## config.mk

```make
export PLATFORM = sky130hd
export DESIGN_NAME = uzorak_loader
export DESIGN_NICKNAME = d
export VERILOG_FILES = /design/src/rtl/uzorak_loader_pkg.sv /design/src/rtl/uzorak_loader.sv
export SDC_FILE = /design/constraint.sdc
export NUM_CORES = 1
export LEC_CHECK = 0
export BUFFER_PORTS_ARGS = -buffer_cell sky130_fd_sc_hd__buf_4
export CORE_AREA = 4 4 384 386
export CTS_BUF_LIST = sky130_fd_sc_hd__clkbuf_4
export DETAILED_ROUTE_END_ITERATION = 12
export DIE_AREA = 0 0 388 390
export HOLD_SLACK_MARGIN = 0.06
export PLACE_DENSITY_LB_ADDON = 0.1
export SLEW_MARGIN = 5
export SYNTH_ARGS = -nofsm -noshare
export SYNTH_HDL_FRONTEND = slang
export SYNTH_SLANG_ARGS = --single-unit
```

## constraint.sdc

```tcl
create_clock -name clk -period 11.1 [get_ports clk]
set_clock_uncertainty 0.15 [all_clocks]
set_input_delay 2.775 -clock clk [delete_from_list [all_inputs] [get_ports clk]]
set_output_delay 2.775 -clock clk [all_outputs]
set_load 0.02 [all_outputs]
```

## src/rtl/uzorak_loader_pkg.sv

```systemverilog
// Shared ANN constants: feature count, feature word width and loader state encoding.
// Neuron modules and the sample loader both import this package.
package uzorak_loader_pkg;

  localparam int BROJ_ZNACAJKI = 60;
  localparam int SIRINA        = 16;

  typedef enum logic {
    LOAD = 1'b0,
    FULL = 1'b1
  } state_t;

endpackage : uzorak_loader_pkg

```

## src/rtl/uzorak_loader.sv

```systemverilog
// Serial-to-parallel sample loader: packs BROJ_ZNACAJKI feature words into one wide
// vector for the hidden layer and holds it until the layer takes it.
//
// Handshakes: a word moves on the input side when in_valid && in_ready at a rising
// edge; a sample moves on the output side when uzorak_valid && uzorak_ready at a
// rising edge. Neither valid depends combinationally on its matching ready.
module uzorak_loader #(
  parameter int BROJ_ZNACAJKI = uzorak_loader_pkg::BROJ_ZNACAJKI,
  parameter int SIRINA        = uzorak_loader_pkg::SIRINA
) (
  input  logic                              clk,
  input  logic                              rst_n,
  input  logic [SIRINA-1:0]                 in_data,
  input  logic                              in_valid,
  input  logic                              in_last,
  output logic                              in_ready,
  output logic [BROJ_ZNACAJKI*SIRINA-1:0]   uzorak,
  output logic                              uzorak_valid,
  input  logic                              uzorak_ready,
  output logic                              frame_err,
  output logic                              dbg_state
);
  import uzorak_loader_pkg::*;

  localparam int CNT_W = (BROJ_ZNACAJKI > 1) ? $clog2(BROJ_ZNACAJKI) : 1;
  localparam logic [CNT_W-1:0] LAST_IDX = CNT_W'(BROJ_ZNACAJKI - 1);

  state_t                            r_state;
  logic [CNT_W-1:0]                  r_cnt;
  logic [BROJ_ZNACAJKI*SIRINA-1:0]   r_uzorak;
  logic                              r_frame_err;

  state_t                            w_state_nxt;
  logic [CNT_W-1:0]                  w_cnt_nxt;
  logic                              w_err_nxt;
  logic                              w_accept;
  logic                              w_last_slot;

  assign w_accept    = in_valid && (r_state == LOAD);
  assign w_last_slot = (r_cnt == LAST_IDX);

  always_comb begin
    w_state_nxt = r_state;
    w_cnt_nxt   = r_cnt;
    w_err_nxt   = 1'b0;
    case (r_state)
      LOAD: begin
        if (w_accept) begin
          if (w_last_slot && in_last) begin
            w_state_nxt = FULL;
            w_cnt_nxt   = '0;
          end else if (w_last_slot || in_last) begin
            // Short or long frame: drop what was collected and resync on the next word.
            w_err_nxt = 1'b1;
            w_cnt_nxt = '0;
          end else begin
            w_cnt_nxt = r_cnt + 1'b1;
          end
        end
      end
      FULL: begin
        if (uzorak_ready) begin
          w_state_nxt = LOAD;
          w_cnt_nxt   = '0;
        end
      end
      default: begin
        w_state_nxt = LOAD;
        w_cnt_nxt   = '0;
      end
    endcase
  end

  always_ff @(posedge clk or negedge rst_n) begin
    if (!rst_n) begin
      r_state     <= LOAD;
      r_cnt       <= '0;
      r_frame_err <= 1'b0;
    end else begin
      r_state     <= w_state_nxt;
      r_cnt       <= w_cnt_nxt;
      r_frame_err <= w_err_nxt;
    end
  end

  // Words land in their slot untouched; slots beyond cnt keep the previous sample.
  always_ff @(posedge clk or negedge rst_n) begin
    if (!rst_n) begin
      r_uzorak <= '0;
    end else if (w_accept) begin
      r_uzorak[int'(r_cnt)*SIRINA +: SIRINA] <= in_data;
    end
  end

  assign in_ready     = (r_state == LOAD);
  assign uzorak_valid = (r_state == FULL);
  assign uzorak       = r_uzorak;
  assign frame_err    = r_frame_err;
  assign dbg_state    = r_state;

endmodule : uzorak_loader

```

* Word-level counts from Yosys, hierarchy flattened
Cells that the tools add are included. Widths: inputs -> output; s select.
Word-level totals: output and inout bits 964, register bits 968, input bits 21
Operators by class: mux-type cells 14, bitwise logic cells 1, reduce and logical (&&, ||, !) cells 4, $add $sub $neg 2, eq/ne operators 3, shifts and indexed selects 2
Operators with widths (count):
- $bwmux 960 | 1
- $shift 16x33->960 const A | 1
- $shiftx 16x33->960 | 1
- $neg 10->33 | 1
- $mux 6 | 4
- $pmux 6 s2 | 1
- $mux 1 | 7
- $add 6x1->6 const B | 1
- $eq 6x6->1 const B | 1
- $logic_and 1x1->1 | 2
- $ne 2x1->1 const B | 1
- $ne 2x2->1 const B | 1
- $pmux 1 s2 | 1
- $reduce_and 2->1 | 1
- $logic_or 1x1->1 | 1
- $not 1->1 | 1

* Depth between registers and ports, before layout
Gate-level depths: netlist (run 1).
depth after elaboration 6, gate-level depth with buffers 13

* Worst setup path after synthesis (run 1)
No wires, ideal clock.
kind input to register, from input port in_valid, to register r_uzorak[550], in the netlist uzorak[550], stages on the path 7, required time 10.825 ns, slack 6.051 ns, data arrival time 4.774 ns, library setup time 0.125 ns, path through or3b_1 -> clkbuf_1 -> a21oi_2 -> o211ai_1 -> nor3_2 -> buf_4 -> mux2_2
On the way: longest elaborated chain between the ends 1
RTL lines:
- start: declaration | line uzorak_loader.sv:14 | input logic in_valid,
- $logic_and 1x1->1 | line uzorak_loader.sv:39 | assign w_accept = in_valid && (r_state == LOAD);
- end signal: indexed assignment | line uzorak_loader.sv:91 | r_uzorak[int'(r_cnt)*SIRINA +: SIRINA] <= in_data;
- end: declaration | line uzorak_loader.sv:30 | logic [BROJ_ZNACAJKI*SIRINA-1:0] r_uzorak;
Every way passes these cells. A chain may end at the register's enable or synchronous reset.

* Worst setup path after layout (run 1)
from register r_cnt[2], to register r_uzorak[556], in the netlist uzorak[556]
On the way: longest elaborated chain between the ends 3, elaborated cells between the ends (all ways) 4
RTL lines:
- start: declaration | line uzorak_loader.sv:29 | logic [CNT_W-1:0] r_cnt;
- start signal: assignment | line uzorak_loader.sv:81 | r_cnt <= w_cnt_nxt;
- $neg 10->33 * | line uzorak_loader.sv:91
- $shiftx 16x33->960 / $shift 16x33->960 (equally long branches) | line uzorak_loader.sv:91
- $bwmux 960 * | line uzorak_loader.sv:91
Mark *: on every way between the ends. The rest lies on a longest branch, timed or not.

==> out/results.ini, run 1 <==
[finish]
multi_input_area_um2 = 12800
nets = 4292
final_cell_mix = 1049 x buf_4, 968 x dfrtp_1, 613 x nand2_1
regArea_um2 = 24200
layout_commonest_cell = buf_4
fin_util = 0.354
syn2layout_area_growth_pct = 34.5
n_fill_cell = 14800
drive_gt1_frac = 0.458

[setup_path]
worst_setup_path_start_kind = flop
crit_required_ns = 12.01
rrSetupSlack_ns = 5.59
critPathArrivalTime_ns = 6.42
critical_path_class = reg -> reg
end_kind = flop
reg2reg_from = r_cnt[2]
rr_endpoint = uzorak[556]
crit_end = uzorak[556]
path_max_fanout = 18
r2r_cells = 8
startpoint = r_cnt[2]

[synthesis]
yosysTopAreaCellShare = 0.641
syn-instance-count = 3127
ys_seq_area_frac = 0.641
synth_area_leader_cell = dfrtp_1
synth_edf_count = 0
avgSynthCellArea_um2 = 12.1
ys_warn_count = 0
syn-cell-area_um2 = 37800
ys_ff_latch = 968
synthFlopType = dfrtp_1
synth_area_leaders = dfrtp_1 64%, mux2_2 14%, nand2_1 6.1%
yosysUniqueCellTypes = 58
synth_nets = 3153
synth-async-reset-ratio = 1.00

[pwr]
p_per_area_nw_per_um2 = 152
p_clk_frac = 0.426
p_seq_frac = 0.469
internal_power_w = 0.00551
leakagePower_nw = 25.8
p_total_w = 0.00774
ir_drop_uv = 83.6
power.switching_w = 0.00223
p_comb_frac = 0.105
p_sw_frac = 0.288

[worst_hold_path]
hp-class = reg -> reg
hold_start = uzorak[208]

[route]
viasPerCell = 4.61
drt_iter0_markers = 1606
drc = 0
route.layer.met1.wl_um = 68900
drtAntennaViolNets = 0
first_pass_iters = 7
met3_length_um = 15900
avgRoutedWirePerCell_um = 27.4
dr_total_vias = 29200
dr_wl_met2_um = 81900
wl_um = 173000
top_layer_used = met4

[die]
ios = 985
initial_core_util = 0.263
die-area_um2 = 151000
die_y_um = 390
core_um2 = 143000
rows = 139
die_w_um = 388

[placed_design]
dp_hpwl_um = 121000
gp_congestion = 0.780
io_buffers = 984
post-place-ws_ns = 4.69

[timing]
timing.hold.ws_ns = 0.327
min_period_ns = 5.51
post-route-period-util = 0.497
rsz0062_at_grt = no
setup_viol = 0
slew_violations = 0
tightest_slew_ns = 1.19
fmax_mhz = 181
slew_headroom = 0.202
finalSetupTns_ns = 0
setup_slack_ns = 5.59
finalHoldViolCount = 0

[clock_network]
clock_sinks = 968
cts.clk_slew.worst_paths_ns = 0.06
cts_tree = built
numCtsBuffers = 308
cts_max_level = 5
ctsHoldBuffers = 0
postCtsSetupRepairBufs = 0
cts-root-buf = clkbuf_4
clk_latency_ns = 1.20
cts_resized = 0
clockBufferDepth = 4

[global_routing]
antenna_found_initial = 14
grt_pass1_wl_um = 242000
gr-total-overflow = 0
grt_max_degree = 165
grt_usage = 0.224
first_global_vias = 30200

[flow_run]
drv_cap = 0

[outcome]
status = complete, no violations

==> kinds of logic after synthesis <==
family	Yosys count	synth area share
adders and majority gates	5	0.00166
AOI/OAI and AO/OA	516	0.0779
and+or+nand+nor	870	0.0993
muxes	505	0.151
buffers and inverters	256	0.0277
xor gates and xnor gates	7	0.00162
DFF	968	0.641
==> layout make-up <==
type | count | area share
well taps | 1903 | 0.0469
clock inverters | 40 | 0.00421
diodes | 15 | 0.000739
flip-flops and latches | 968 | 0.477
repair buffers | 1056 | 0.158
multi-input cells | 1903 | 0.251
clock buffers | 410 | 0.0606
inverters | 29 | 0.00214
==> how the worst min path moves through the flow <==
stage / to / depth (start not counted)
final: uzorak[208] / 2
after global routing: uzorak[214] / 2
after CTS: uzorak[407] / 2
after detailed placement: uzorak[407] / 2
after global placement: uzorak[429] / 2
after floorplan: uzorak[944] / 2
==> flip-flops by register name (all words and copies together), names as in the netlist <==
| name | flops |
|---|---|
| r_cnt | 6 |
| uzorak | 960 |
| frame_err | 1 |
| dbg_state | 1 |
==> critical path, stage by stage (launching register included) <==
cell	delay (ns)
dfrtp_1	0.65
or3_1	0.62
nor3_1	0.20
ha_1	0.45
or3b_1	0.58
a21oi_4	0.66
o211ai_1	0.65
nor3_4	0.99
mux2_2	0.41
==> Yosys cell counts (all sizes together), types with 20 or more instances <==
cell type,number
and2,43
nor3,21
inv,28
dfrtp,968
clkbuf,176
mux2,485
o31ai,65
nand2,614
o21ai,396
nor2,75
nand3,63
mux2i,20
buf,51
==> per-stage QoR <==
| step | std cells | cell area, µm² |
|---|---|---|
| 6_report | 6324 | 50800 |
| 3_5_place_dp | 5859 | 47500 |
| 4_1_cts | 6309 | 50800 |
| 3_3_place_gp | 5859 | 47500 |
| 2_1_floorplan | 3127 | 37800 |
| 5_1_grt | 6316 | 50800 |
==> metal layers <==
metal | track usage | vias to the layer above
met4 | 0.0898 | 0
met2 | 0.362 | 1118
li1 | - | 13100
met1 | 0.267 | 14600
met5 | 0 | -
met3 | 0.0893 | 326
==> power groups by stage <==
stage	registers [W]	clock network, W	logic, W
after floorplan	0.00376	0	0.000276
after global placement	0.00369	0	0.000839
after detailed placement	0.00369	0	0.000839
after CTS	0.00363	0.00344	0.000840
after global routing	0.00364	0.00364	0.000879
final	0.00363	0.00330	0.000813
Power figures use the tool's default switching activity.
==> run 2: changes to the inputs <==
clock period = 5.3 ns   (was 11.1 ns; I/O delays follow)
==> out/results.ini, run 2 (synthesis gave the netlist of run 1 again) <==
[timing]
setup_viol = 0  ; unchanged
post-route-period-util = 0.828  ; +0.331
tightest_slew_ns = 1.27  ; +0.0853 ns
rsz0062_at_grt = no
slew_headroom = 0.147  ; -0.0549
min_period_ns = 4.39  ; -1.13 ns
slew_violations = 0  ; unchanged
fmax_mhz = 228  ; +26%
finalSetupTns_ns = 0  ; unchanged
finalHoldViolCount = 0  ; unchanged

[die]
die_w_um = 388  ; unchanged
core_um2 = 143000  ; unchanged
rows = 139  ; unchanged
initial_core_util = 0.263  ; unchanged
die_y_um = 390  ; unchanged
die-area_um2 = 151000  ; unchanged
ios = 985  ; unchanged

[setup_path]
crit_end = uzorak[645]
rrSetupSlack_ns = 0.91  ; -4.67 ns
reg2reg_from = r_cnt[1]
end_kind = flop
r2r_cells = 10  ; +2
startpoint = r_cnt[1]
crit_required_ns = 6.19  ; -5.82 ns
rr_endpoint = uzorak[645]
path_max_fanout = 18  ; unchanged
worst_setup_path_start_kind = flop
critPathArrivalTime_ns = 5.28  ; -1.14 ns
critical_path_class = reg -> reg

[finish]
fin_util = 0.357  ; +0.00332
n_fill_cell = 14700  ; -0.86%
syn2layout_area_growth_pct = 35.7
drive_gt1_frac = 0.461  ; +0.00341
largest_reg_flops = 960  ; unchanged
nets = 4322  ; +0.70%
layout_commonest_cell = buf_4
final_cell_mix = 1076 x buf_4, 968 x dfrtp_1, 613 x nand2_1

[clock_network]
cts_resized = 0  ; unchanged
cts_tree = built
cts.clk_slew.worst_paths_ns = 0.07  ; about the same
cts_max_level = 5  ; unchanged
clockBufferDepth = 4  ; unchanged
clk_latency_ns = 1.18  ; -0.02 ns
clock_sinks = 968  ; unchanged
cts-root-buf = clkbuf_4
numCtsBuffers = 304  ; -1.3%

[placed_design]
gp_congestion = 0.765  ; -1.9%
io_buffers = 984  ; unchanged
dp_hpwl_um = 125000  ; +3.3%

[route]
viasPerCell = 4.58  ; -0.68%
first_pass_iters = 7  ; unchanged
wl_um = 175000  ; +1.1%
avgRoutedWirePerCell_um = 27.4  ; +0.13%
dr_total_vias = 29200  ; +0.31%
drc = 0  ; unchanged
drt_iter0_markers = 1476  ; -8.1%
drtAntennaViolNets = 0  ; unchanged

[flow_run]
drv_cap = 0  ; unchanged

[global_routing]
grt_usage = 0.227  ; +0.00280
grt_max_degree = 102  ; -38%
gr-total-overflow = 0  ; unchanged
first_global_vias = 30500  ; +1.0%
grt_pass1_wl_um = 245000  ; +1.3%
antenna_found_initial = 15  ; +1

[outcome]
status = complete, no violations

[pwr]
ir_drop_uv = 227  ; +170%
p_per_area_nw_per_um2 = 320  ; +110%
leakagePower_nw = 26.1  ; +1.1%

[worst_hold_path]
hp-class = in -> reg

==> run 2: worst max-delay path, stage by stage (launching register included) <==
cell	delay, ns
dfrtp_1	0.39
or3_1	0.55
nor3_1	0.21
ha_1	0.42
or3b_1	0.56
a21oi_4	0.14
buf_4	0.32
o211ai_1	0.48
nor4_4	0.31
buf_4	0.34
mux2_2	0.37
==> run 2: worst min-delay path by stage <==
stage,slack (ns),start,cells after the start,to
after global routing,0.15,in_valid,2,frame_err
after global placement,0.31,uzorak[427],2,uzorak[427]
final,0.32,in_valid,2,frame_err
after CTS,0.15,in_valid,2,frame_err
after detailed placement,0.32,uzorak[427],2,uzorak[427]
after floorplan,0.43,uzorak[944],2,uzorak[944]
==> run 2: stage by stage <==
step / total power (W) / hold slack [ns] / cell area, µm² / setup slack [ns] / std cells
2_1_floorplan: 0.00846 / 0.433 / 37800 / 1.57 / 3127
3_3_place_gp: 0.00952 / 0.311 / 47800 / 0.876 / 5891
3_5_place_dp: 0.00953 / 0.315 / 47800 / 0.886 / 5891
4_1_cts: 0.0168 / 0.154 / 51300 / 0.832 / 6374
5_1_grt: 0.0173 / 0.149 / 51300 / 0.679 / 6385
6_report: 0.0164 / 0.321 / 51300 / 0.912 / 6387
==> run 2: final cells by class <==
type,count,area (µm²),area share
diodes,13,32.5,0.000634
well taps,1903,2380,0.0464
repair buffers,1090,8330,0.162
multi-input cells,1903,12800,0.249
clock buffers,423,3180,0.0619
inverters,29,109,0.00212
flip-flops and latches,968,24200,0.472
clock inverters,58,275,0.00537
==> run 2: layer usage <==
metal / GRT usage / routed length, µm
met5: 0 / 13
met2: 0.379 / 84900
met3: 0.0913 / 16300
met1: 0.266 / 68900
met4: 0.0736 / 5180
==> run 2: power by group <==
part           switching [W]  internal [W]  leakage (nW)
clock                0.00335       0.00372          2.08
combinational        0.00130      0.000453          10.6
sequential         0.0000722       0.00752          13.4
==> run 2: timing repair <==
action | CTS | global route
buffers inserted | 0 | 0
endpoints found under the setup margin | 0 | 0
endpoints found under the hold margin | 51 | 0
hold buffers | 2 | 0
